`src/rtl/niosduino_pio_pkg.sv`:
```
// Shared constants for the NIOSDuino parallel I/O ports: register map,
// edge-select and interrupt-source encodings, plus the per-bit edge detector.
package niosduino_pio_pkg;

    localparam logic [2:0] PIO_ADDR_DATA    = 3'd0;
    localparam logic [2:0] PIO_ADDR_IRQMASK = 3'd2;
    localparam logic [2:0] PIO_ADDR_EDGECAP = 3'd3;

    localparam int unsigned EDGE_RISING  = 0;
    localparam int unsigned EDGE_FALLING = 1;
    localparam int unsigned EDGE_ANY     = 2;

    localparam int unsigned IRQ_LEVEL = 0;
    localparam int unsigned IRQ_EDGE  = 1;

    function automatic logic [31:0] pio_edge_detect(input logic [31:0] cur,
                                                    input logic [31:0] prev,
                                                    input int unsigned edge_type);
        logic [31:0] hit;
        hit = '0;
        case (edge_type)
            EDGE_RISING:  hit = cur & ~prev;
            EDGE_FALLING: hit = ~cur & prev;
            default:      hit = cur ^ prev;
        endcase
        return hit;
    endfunction

endpackage

```
`src/rtl/niosduino_pio_sync.sv`:
```
// Multi-stage synchroniser bringing an asynchronous input bus into the clk domain.
module niosduino_pio_sync #(
    parameter int unsigned WIDTH  = 32,
    parameter int unsigned STAGES = 2
) (
    input  logic             clk,
    input  logic             reset,
    input  logic [WIDTH-1:0] din,
    output logic [WIDTH-1:0] dout
);

    logic [STAGES-1:0][WIDTH-1:0] chain;

    always_ff @(posedge clk or posedge reset) begin
        if (reset) begin
            chain <= '0;
        end else begin
            chain <= {chain[STAGES-2:0], din};
        end
    end

    assign dout = chain[STAGES-1];

endmodule

```
`src/rtl/niosduino_core_pio_in.sv`:
```
// Avalon-MM parallel input port: synchronised DATA, per-bit edge capture (W1C)
// and a maskable level- or edge-sourced interrupt.
module niosduino_core_pio_in
    import niosduino_pio_pkg::*;
#(
    parameter int unsigned WIDTH       = 32,
    parameter int unsigned SYNC_STAGES = 2,
    parameter int unsigned EDGE_TYPE   = 0,
    parameter int unsigned IRQ_TYPE    = 1
) (
    input  logic             clk,
    input  logic             reset,
    input  logic [2:0]       address,
    input  logic             chipselect,
    input  logic             read_n,
    input  logic             write_n,
    input  logic [31:0]      writedata,
    output logic [31:0]      readdata,
    input  logic [WIDTH-1:0] in_port,
    output logic             irq
);

    logic             wr_stb;
    logic             rd_stb;
    logic [WIDTH-1:0] wdata;
    logic [WIDTH-1:0] sync;
    logic [WIDTH-1:0] sync_d;
    logic [WIDTH-1:0] edge_hit;
    logic [WIDTH-1:0] ecap_clr;
    logic [WIDTH-1:0] edgecap;
    logic [WIDTH-1:0] edgecap_nxt;
    logic [WIDTH-1:0] irqmask;
    logic [31:0]      rd_mux;
    logic [31:0]      sync_ext;
    logic [31:0]      sync_d_ext;
    logic [31:0]      edge_ext;

    assign wr_stb = chipselect && !write_n;
    assign rd_stb = chipselect && !read_n;
    assign wdata  = writedata[WIDTH-1:0];

    niosduino_pio_sync #(
        .WIDTH  (WIDTH),
        .STAGES (SYNC_STAGES)
    ) u_sync (
        .clk   (clk),
        .reset (reset),
        .din   (in_port),
        .dout  (sync)
    );

    always_comb begin
        sync_ext               = '0;
        sync_d_ext             = '0;
        sync_ext[WIDTH-1:0]    = sync;
        sync_d_ext[WIDTH-1:0]  = sync_d;
        edge_ext               = pio_edge_detect(sync_ext, sync_d_ext, EDGE_TYPE);
        edge_hit               = edge_ext[WIDTH-1:0];
    end

    // Set has priority over a same-cycle clear: OR the new edges in last.
    always_comb begin
        ecap_clr    = (wr_stb && address == PIO_ADDR_EDGECAP) ? wdata : '0;
        edgecap_nxt = (edgecap & ~ecap_clr) | edge_hit;
    end

    always_comb begin
        rd_mux = '0;
        case (address)
            PIO_ADDR_DATA:    rd_mux[WIDTH-1:0] = sync;
            PIO_ADDR_IRQMASK: rd_mux[WIDTH-1:0] = irqmask;
            PIO_ADDR_EDGECAP: rd_mux[WIDTH-1:0] = edgecap;
            default:          rd_mux = '0;
        endcase
    end

    always_ff @(posedge clk or posedge reset) begin
        if (reset) begin
            sync_d   <= '0;
            edgecap  <= '0;
            irqmask  <= '0;
            readdata <= '0;
        end else begin
            sync_d  <= sync;
            edgecap <= edgecap_nxt;
            if (wr_stb && address == PIO_ADDR_IRQMASK) begin
                irqmask <= wdata;
            end
            if (rd_stb) begin
                readdata <= rd_mux;
            end
        end
    end

    generate
        if (IRQ_TYPE == IRQ_EDGE) begin : g_irq_edge
            assign irq = |(edgecap & irqmask);
        end else begin : g_irq_level
            assign irq = |(sync & irqmask);
        end
    endgenerate

endmodule

```
`config.mk`:
```
export PLATFORM = sky130hd
export DESIGN_NAME = niosduino_core_pio_in
export DESIGN_NICKNAME = d
export VERILOG_FILES = /design/src/rtl/niosduino_pio_pkg.sv /design/src/rtl/niosduino_pio_sync.sv /design/src/rtl/niosduino_core_pio_in.sv
export SDC_FILE = /design/constraint.sdc
export NUM_CORES = 1
export LEC_CHECK = 0
export ABC_AREA = 0
export BUFFER_PORTS_ARGS = -buffer_cell sky130_fd_sc_hd__buf_4
export CAP_MARGIN = 30
export CORE_MARGIN = 2
export CORE_UTILIZATION = 45
export DETAILED_ROUTE_END_ITERATION = 10
export HOLD_SLACK_MARGIN = 0.1
export PLACE_DENSITY = 0.71
export SLEW_MARGIN = 20
export SYNTH_ARGS = -nofsm -noshare
export SYNTH_HDL_FRONTEND = slang
export SYNTH_SLANG_ARGS = --single-unit
```
`constraint.sdc`:
```
create_clock -name clk -period 14 [get_ports clk]
set_clock_uncertainty 0.05 [all_clocks]
set_input_delay 0.7 -clock clk [delete_from_list [all_inputs] [get_ports clk]]
set_output_delay 0.7 -clock clk [all_outputs]
set_load 0.01 [all_outputs]
```
==> run_results.csv, run 1 <==
group,metric,value,unit
clock_network,cts_buffers,17,
setup_path,critPathMaxFanout,3,
setup_path,crit_required,13.25,ns
setup_path,path_buf_inv,1,
timing,final.period_utilization,0.199,
setup_path,path_cells,"a22oi_1 -> nand4_1 -> or4_1 -> buf_4",
layout,area_growth,22.6,%
hold_path,hp-class,"reg2reg",
timing,maxSlewViolCount,0,
die,ios,105,
layout,layout-drive-gt1-share,0.256,
layout,diodes,0,
clock_network,hold_buffers,0,
clock_network,clock_latency,0.43,ns
grt,grt.total_usage,0.196,
synth,netlist_area,6950,um2
setup_path,worstSetupStartpointType,"flop",
clock_network,postCtsSetupRepairBufs,0,
clock_network,cts_tree,"built",
timing,fin_setup_tns,0,ns
timing,hold_viol,0,
routing,vias_per_cell,5.58,
power_and_ir_drop,p_leak,0.00404,uW
die,dieHeight,128,um
placed_design,dp_slack,10.94,ns
timing,grt_setup_unrepaired,"false",
hold_path,hp-start,"u_sync.chain[13]",
clock_network,cts_root_buf,"clkbuf_16",
setup_path,r2r_cells,3,
setup_path,crit_type,"reg2out",
placed_design,port_buffers,104,
synth,synth_warnings,0,
layout,nFillCells,1178,
layout,layout_common_cells,"dfrtp_1, buf_4, a22o_1",
routing,drtPass1Iterations,5,
grt,grt_antenna_before_repair,0,
routing,drc,0,
outcome,status,"finished, final reports clean",
clock_network,clock_path_buffers,2,
setup_path,path_depth,4,
timing,final-setup-viol-count,0,
clock_network,ctsResizeCount,0,
setup_path,reg2reg_from,"u_sync.dout[10]",
synth,avgSynthCellArea,14.7,um2
placed_design,dp_hpwl,9.56,mm
timing,worst_slew_pin_slew,0.773,ns
timing,post-route-min-period,2.78,ns
routing,ant_nets,0,
clock_network,htree_levels,4,
die,initial_core_util,0.459,
die,fp.coreArea,15100,um2
flow_run,maxCapViolations,0,
synth,ys_seq_area_frac,0.692,
synth,syn_nets,544,
synth,synthCells,472,
hold_path,hold_path_depth,0,
setup_path,cpPeakStageDelay,0.56,ns
routing,routed_wirelength,15.1,mm
setup_path,path_delay_family,"simple AND/OR/NAND/NOR gates",
grt,grt_max_degree,113,
power_and_ir_drop,powerDensity,146,nW/um2
routing,vias,4326,
setup_path,end_kind,"primary output",
setup_path,cpMaxStageDelayCell,"or4_1",
synth,yosys_register_bits,192,
power_and_ir_drop,ir_drop,0.0838,mV
die,die_x,128,um
die,die-area,16400,um2
clock_network,clkTransAtPathRegs,0.07,ns
setup_path,cp.arrival,2.03,ns
routing,wl_per_cell,19.5,um
clock_network,cts_sinks,192,
setup_path,worstSetupStartpoint,"irqmask[16]",
timing,fmaxAchievable,359,MHz
grt,gr-total-overflow,0,
grt,grt_pass1_vias,4494,
grt,grt_pass1_wl,24.2,mm
timing,fin_ws,11.22,ns
die,fp-row-count,45,
layout,final_common_cell,"dfrtp_1",
synth,synth_cell_types,19,
placed_design,place_congestion,0.789,
timing,slew_headroom,0.485,
routing,drtIter0Drc,257,
layout,fin_nets,646,
## cell usage after synthesis
library cell / n / share of area
inv_1: 33 / 0.018
nor3b_4: 1 / 0.0027
nand3_1: 32 / 0.023
a22o_1: 64 / 0.081
nor3_2: 1 / 0.0014
mux2_2: 2 / 0.0032
or4_1: 1 / 0.0011
nor2b_1: 1 / 0.00090
and2_1: 1 / 0.00090
o2bb2ai_1: 32 / 0.040
a22oi_1: 16 / 0.017
mux2i_1: 32 / 0.046
dfrtp_1: 192 / 0.69
buf_2: 15 / 0.011
nand2b_1: 1 / 0.00090
nand3b_2: 1 / 0.0016
mux2_1: 30 / 0.049
clkbuf_1: 13 / 0.0070
nand4_1: 4 / 0.0036
## sequential cells by signal, summed over array words and instances, names as in the netlist
signal / flops
edgecap: 32
irqmask: 32
readdata: 32
sync_d: 32
u_sync.chain: 32
u_sync.dout: 32
## cells by family (layout without fill, tap and decap cells)
group | Yosys count | after routing | share of synthesized area
AO/OA/AOI/OAI | 112 | 112 | 0.138
flip-flops | 192 | 192 | 0.692
buffers and inverters | 61 | 176 | 0.0357
multiplexers | 64 | 64 | 0.0980
AND/OR/NAND/NOR | 43 | 43 | 0.0362
## metal layers
metal	routed length [um]	GRT usage
met2	7340	0.305
met1	6600	0.266
met5	0	0
met4	297	0.0737
met3	864	0.0518
## report_power, final
group | internal (uW) | total, uW | switching [uW]
Combinational | 65.9 | 130 | 63.9
Sequential | 603 | 636 | 33.6
Clock | 265 | 476 | 211
## final cells by class
cell class                 instances  area, um2  share of cell area
timing repair buffer             111        858               0.101
clock buffer                      17        425              0.0500
multi-input combinational        219       1900               0.223
sequential                       192       4800               0.564
inverter                          33        131              0.0154
clock inverter                    15        160              0.0188
tap                              188        235              0.0276
## final timing paths
| path | to | slack (ns) |
|---|---|---|
| worst max register to register | readdata[10] | 12.92 |
| worst min register to register | u_sync.dout[13] | 0.30 |
| worst max-delay path | irq | 11.22 |
| max in group asynchronous | u_sync.dout[7] | 12.25 |
| worst min-delay path | u_sync.dout[13] | 0.30 |
| min in group asynchronous | u_sync.chain[1] | 0.32 |
## through the flow
step	hold WS [ns]	util	instances	total power (uW)	cell area, um2
after CTS	0.301	0.560	773	1250	8480
after global routing	0.298	0.562	775	1300	8520
after detailed placement	0.285	0.521	741	776	7890
final	0.299	0.562	775	1240	8520
after global placement	0.282	0.521	741	770	7890
after floorplan	0.281	-	472	713	6950
No activity file was read; power rests on OpenSTA's default activity.
==> run 2: changes to the inputs <==
--- a/config.mk
+++ b/config.mk
@@ -12,7 +12,7 @@
 export CORE_UTILIZATION = 45
 export DETAILED_ROUTE_END_ITERATION = 10
 export HOLD_SLACK_MARGIN = 0.1
-export PLACE_DENSITY = 0.71
+export PLACE_DENSITY = 0.74
 export SLEW_MARGIN = 20
 export SYNTH_ARGS = -nofsm -noshare
 export SYNTH_HDL_FRONTEND = slang
==> constraint.sdc (replaced) <==
create_clock -name clk -period 2.2 [get_ports clk]
set_clock_uncertainty 0.05 [all_clocks]
set_input_delay 0.11 -clock clk [delete_from_list [all_inputs] [get_ports clk]]
set_output_delay 0.11 -clock clk [all_outputs]
set_load 0.01 [all_outputs]
==> run_results.csv, run 2 (same netlist as run 1, synthesis figures left out) <==
group,metric,value,unit
placed_design,port_buffers,104,
placed_design,dp_cells,748,
timing,grt_setup_unrepaired,"false",
clock_network,postCtsSetupRepairBufs,0,
timing,whs,0.242,ns
grt,grt_max_degree,58,
setup_path,rrSetupSlack,1.09,ns
layout,layout-drive-gt1-share,0.247,
setup_path,crit_type,"reg2out",
clock_network,cts_tree,"built",
clock_network,cts_root_buf,"clkbuf_16",
layout,final_common_cell,"dfrtp_1",
die,fp.coreArea,15100,um2
timing,final-setup-viol-count,0,
timing,fin_ws,0.0907,ns
setup_path,reg2reg_from,"irqmask[0]",
layout,fin_cells,845,
clock_network,htree_levels,4,
setup_path,r2r-end,"readdata[0]",
timing,worst_slew_pin_slew,0.559,ns
power_and_ir_drop,switching_share,0.259,
power_and_ir_drop,p_leak,0.00435,uW
routing,vias,4591,
setup_path,path_cells,"a22oi_2 -> nand4_1 -> or4_4 -> buf_4",
die,fp-row-count,45,
die,die-area,16400,um2
setup_path,cpMaxStageDelayCell,"or4_4",
layout,area_growth,33.5,%
placed_design,dp_slack,0.441,ns
routing,vias_per_cell,5.43,
layout,fin_nets,716,
power_and_ir_drop,power_switching,2090,uW
setup_path,path_depth,4,
timing,fmaxAchievable,474,MHz
flow_run,maxCapViolations,0,
grt,gr-total-overflow,0,
setup_path,r2r_cells,3,
routing,drtPass1Iterations,6,
routing,drtIter0Drc,300,
setup_path,end_kind,"primary output",
routing,ant_nets,0,
setup_path,crit_required,2.04,ns
grt,grt_pass1_wl,26.1,mm
clock_network,clock_path_buffers,2,
timing,post-route-min-period,2.11,ns
routing,drc,0,
clock_network,cts_sinks,192,
die,dieHeight,128,um
placed_design,dp_hpwl,10.7,mm
routing,routed_wirelength,16.3,mm
setup_path,worstSetupStartpointType,"flop",
setup_path,path_buf_inv,1,
placed_design,place_congestion,0.804,
clock_network,clkTransAtPathRegs,0.08,ns
clock_network,clock_latency,0.43,ns
power_and_ir_drop,clkPwrFrac,0.379,
power_and_ir_drop,p_comb_frac,0.118,
die,ios,105,
setup_path,critPathMaxFanout,3,
power_and_ir_drop,p_int,5980,uW
timing,final.period_utilization,0.959,
layout,diodes,0,
timing,hold_viol,0,
clock_network,cts_buffers,17,
timing,slew_headroom,0.626,
grt,grt_pass1_vias,5005,
setup_path,cp.arrival,1.95,ns
die,die_x,128,um
timing,fin_setup_tns,0,ns
layout,layout_common_cells,"dfrtp_1, buf_4, dlygate4sd3_1",
setup_path,cpPeakStageDelay,0.54,ns
hold_path,hp-class,"in2async",
outcome,status,"finished, final reports clean",
power_and_ir_drop,pwr-share-seq,0.503,
grt,grt_antenna_before_repair,0,
power_and_ir_drop,powerDensity,870,nW/um2
power_and_ir_drop,ir_drop,0.579,mV
timing,maxSlewViolCount,0,
routing,wl_per_cell,19.3,um
setup_path,path_delay_family,"simple AND/OR/NAND/NOR gates",
layout,postLayoutCoreUtil,0.612,
grt,grt.total_usage,0.211,
die,initial_core_util,0.459,
## run 2: changes by cell type in the layout (fill, tap and decap cells not counted), sizes merged
cell and delta:
dlygate4sd3 +65, clkinvlp -2, bufinv -1, buf +5, clkbuf +1, inv +2
## run 2: per-stage QoR
stage               instance area, um2  total power (uW)
finish                            9270              8070
global route                      9270              8390
CTS                               9250              8130
detailed placement                7990              4970
global placement                  7990              4920
floorplan                         6950              4540
## run 2: worst max path at each step
stage	from	endpoint	slack, ns
global placement	irqmask[25]	irq	0.44
CTS	irqmask[22]	irq	0.02
detailed placement	irqmask[20]	irq	0.44
finish	irqmask[22]	irq	0.09
global route	irqmask[22]	irq	0.04
floorplan	reset	edgecap[0]	-0.44
## run 2: cell type report
cell class                 count  area [um2]
inverter                      33         128
clock inverter                14         166
clock buffer                  18         429
timing repair buffer         181        1570
tap                          188         235
sequential                   192        4800
fill                        1118        5870
multi-input combinational    219        1940
## run 2: what timing repair did
item / in CTS / in global routing
hold buffers: 65 / 0
gates resized for setup: 3 / 4
pin swaps: 0 / 0
cloned: 0 / 0
endpoints found under the hold margin: 192 / 0
setup endpoints to repair: 1 / 1
## run 2: tightest hold or removal path, stage by stage
cell and delay, ns:
dlygate4sd3_1 0.53, buf_4 0.14, clkinvlp_4 0.38
## run 2: routing by layer
| metal | GRT usage | wire [um] | vias up |
|---|---|---|---|
| met5 | 0 | 0 | - |
| li1 | - | - | 2079 |
| met4 | 0.0756 | 247 | 0 |
| met2 | 0.363 | 8620 | 127 |
| met1 | 0.260 | 6700 | 2365 |
| met3 | 0.0513 | 752 | 20 |
## run 2: power groups by stage
stage | combinational (uW) | clock [uW] | sequential, uW
after floorplan | 468 | 0 | 4070
after global placement | 824 | 0 | 4090
after detailed placement | 852 | 0 | 4120
after CTS | 957 | 3120 | 4050
after global routing | 1040 | 3260 | 4100
final | 953 | 3050 | 4060
==> run 3: changes to the inputs <==
--- a/config.mk
+++ b/config.mk
@@ -13,6 +13,7 @@
 export DETAILED_ROUTE_END_ITERATION = 10
 export HOLD_SLACK_MARGIN = 0.1
 export PLACE_DENSITY = 0.74
+export REMOVE_ABC_BUFFERS = 1
 export SLEW_MARGIN = 20
 export SYNTH_ARGS = -nofsm -noshare
 export SYNTH_HDL_FRONTEND = slang
==> run_results.csv, run 3 (same netlist as run 1, synthesis figures left out) <==
group,metric,value,unit
setup_path,cpPeakStageDelay,0.55,ns
timing,fmaxAchievable,470,MHz
routing,wl_per_cell,18.6,um
clock_network,clock_path_buffers,2,
power_and_ir_drop,ir_drop,0.563,mV
routing,drtPass1Iterations,4,
placed_design,place_congestion,0.772,
setup_path,worstSetupStartpointType,"flop",
clock_network,clock_latency,0.42,ns
timing,final-setup-viol-count,0,
timing,grt_setup_unrepaired,"false",
hold_path,hp-class,"in2reg",
die,initial_core_util,0.459,
layout,area_growth,32.4,%
timing,post-route-min-period,2.13,ns
power_and_ir_drop,p_leak,0.00432,uW
power_and_ir_drop,power.total,7840,uW
setup_path,path_buf_inv,1,
grt,grt_pass1_wl,25.5,mm
outcome,status,"finished, final reports clean",
setup_path,end_kind,"primary output",
routing,ant_nets,0,
grt,gr-total-overflow,0,
routing,drtIter0Drc,252,
timing,slew_headroom,0.601,
routing,vias,4588,
die,fp.coreArea,15100,um2
clock_network,cts_sinks,192,
grt,grt_pass1_vias,4858,
clock_network,postCtsSetupRepairBufs,0,
placed_design,port_buffers,104,
layout,diodes,0,
placed_design,dp_hpwl,9.97,mm
timing,maxSlewViolCount,0,
setup_path,cp.arrival,1.97,ns
layout,layout_common_cells,"dfrtp_1, buf_4, dlygate4sd3_1",
die,ios,105,
clock_network,cts_root_buf,"clkbuf_16",
setup_path,crit_required,2.04,ns
die,die_x,128,um
clock_network,htree_levels,4,
setup_path,path_delay_family,"simple AND/OR/NAND/NOR gates",
routing,routed_wirelength,15.8,mm
flow_run,maxCapViolations,0,
timing,whs,0.149,ns
clock_network,cts_buffers,17,
die,die-area,16400,um2
layout,layout-drive-gt1-share,0.241,
timing,final.period_utilization,0.967,
grt,grt_use_met1,0.270,
power_and_ir_drop,powerDensity,853,nW/um2
setup_path,crit_type,"reg2out",
timing,hold_viol,0,
die,fp-row-count,45,
grt,use_met3,0.0405,
routing,vias_per_cell,5.42,
grt,grt_antenna_before_repair,0,
clock_network,clkTransAtPathRegs,0.07,ns
die,dieHeight,128,um
grt,grt.total_usage,0.205,
routing,drc,0,
setup_path,cpMaxStageDelayCell,"or4_4",
setup_path,path_cells,"a22oi_2 -> nand4_1 -> or4_4 -> buf_4",
grt,grt_max_degree,89,
layout,fin_nets,718,
timing,worst_slew_pin_slew,0.598,ns
setup_path,critPathMaxFanout,3,
grt,grt-busiest-layer,"met2",
grt,use_met2,0.331,
layout,final_common_cell,"dfrtp_1",
clock_network,cts_tree,"built",
-- run 3: cell types whose count changed in the layout (fill, tap and decap cells not counted), moves of 3 or more --
cell,delta
buf_12,-3
buf_4,+5
clkbuf_1,+3
inv_8,-4
-- run 3: worst paths after layout --
check	slack, ns	end	depth (start not counted)	start
min in group asynchronous	0.26	u_sync.chain[25]	3	reset
hold reg to reg	0.30	u_sync.dout[25]	0	u_sync.chain[25]
setup reg to reg	1.15	readdata[7]	3	u_sync.dout[7]
max in group asynchronous	1.08	u_sync.chain[18]	4	reset
hold / removal	0.15	readdata[2]	3	address[0]
setup / recovery	0.07	irq	4	irqmask[13]
-- run 3: metrics by stage --
step                      utilization  setup TNS [ns]  worst slack [ns]  std cells  cell area [um2]
after global routing            0.607               0           0.00763        847             9200
after detailed placement        0.526               0             0.453        750             7970
after floorplan                     -         -611.94             -3.19        444             6820
after global placement          0.526               0             0.457        750             7970
after CTS                       0.606               0            0.0213        847             9180
final                           0.607               0            0.0726        847             9200
-- run 3: routing by layer --
metal | vias to the layer above | share of wire
met5 | - | 0
met4 | 0 | 0.020
met3 | 23 | 0.038
met2 | 116 | 0.50
met1 | 2372 | 0.44
li1 | 2077 | -
-- run 3: area by class of cell --
cell class	instances	area, um2
clock buffer	21	440
clock inverter	11	109
fill	1156	5950
inverter	33	131
multi-input combinational	219	1930
sequential	192	4800
tap	188	235
timing repair buffer	183	1550
-- run 3: repair_timing --
item	CTS	global route
endpoints found under the setup margin	1	1
hold endpoints to repair	180	0
gates resized for setup	1	4
hold buffers	65	0
pin swaps	1	1
-- run 3: power breakdown --
part / internal, uW / switching [uW] / leakage [uW]
clock network: 1570 / 1300 / 0.000255
logic: 509 / 414 / 0.00183
registers: 3830 / 215 / 0.00223
-- run 3: worst min-delay path, cell delays in order --
cell and delay [ns]:
buf_4 0.20, o2bb2ai_1 0.15, a22o_1 0.12
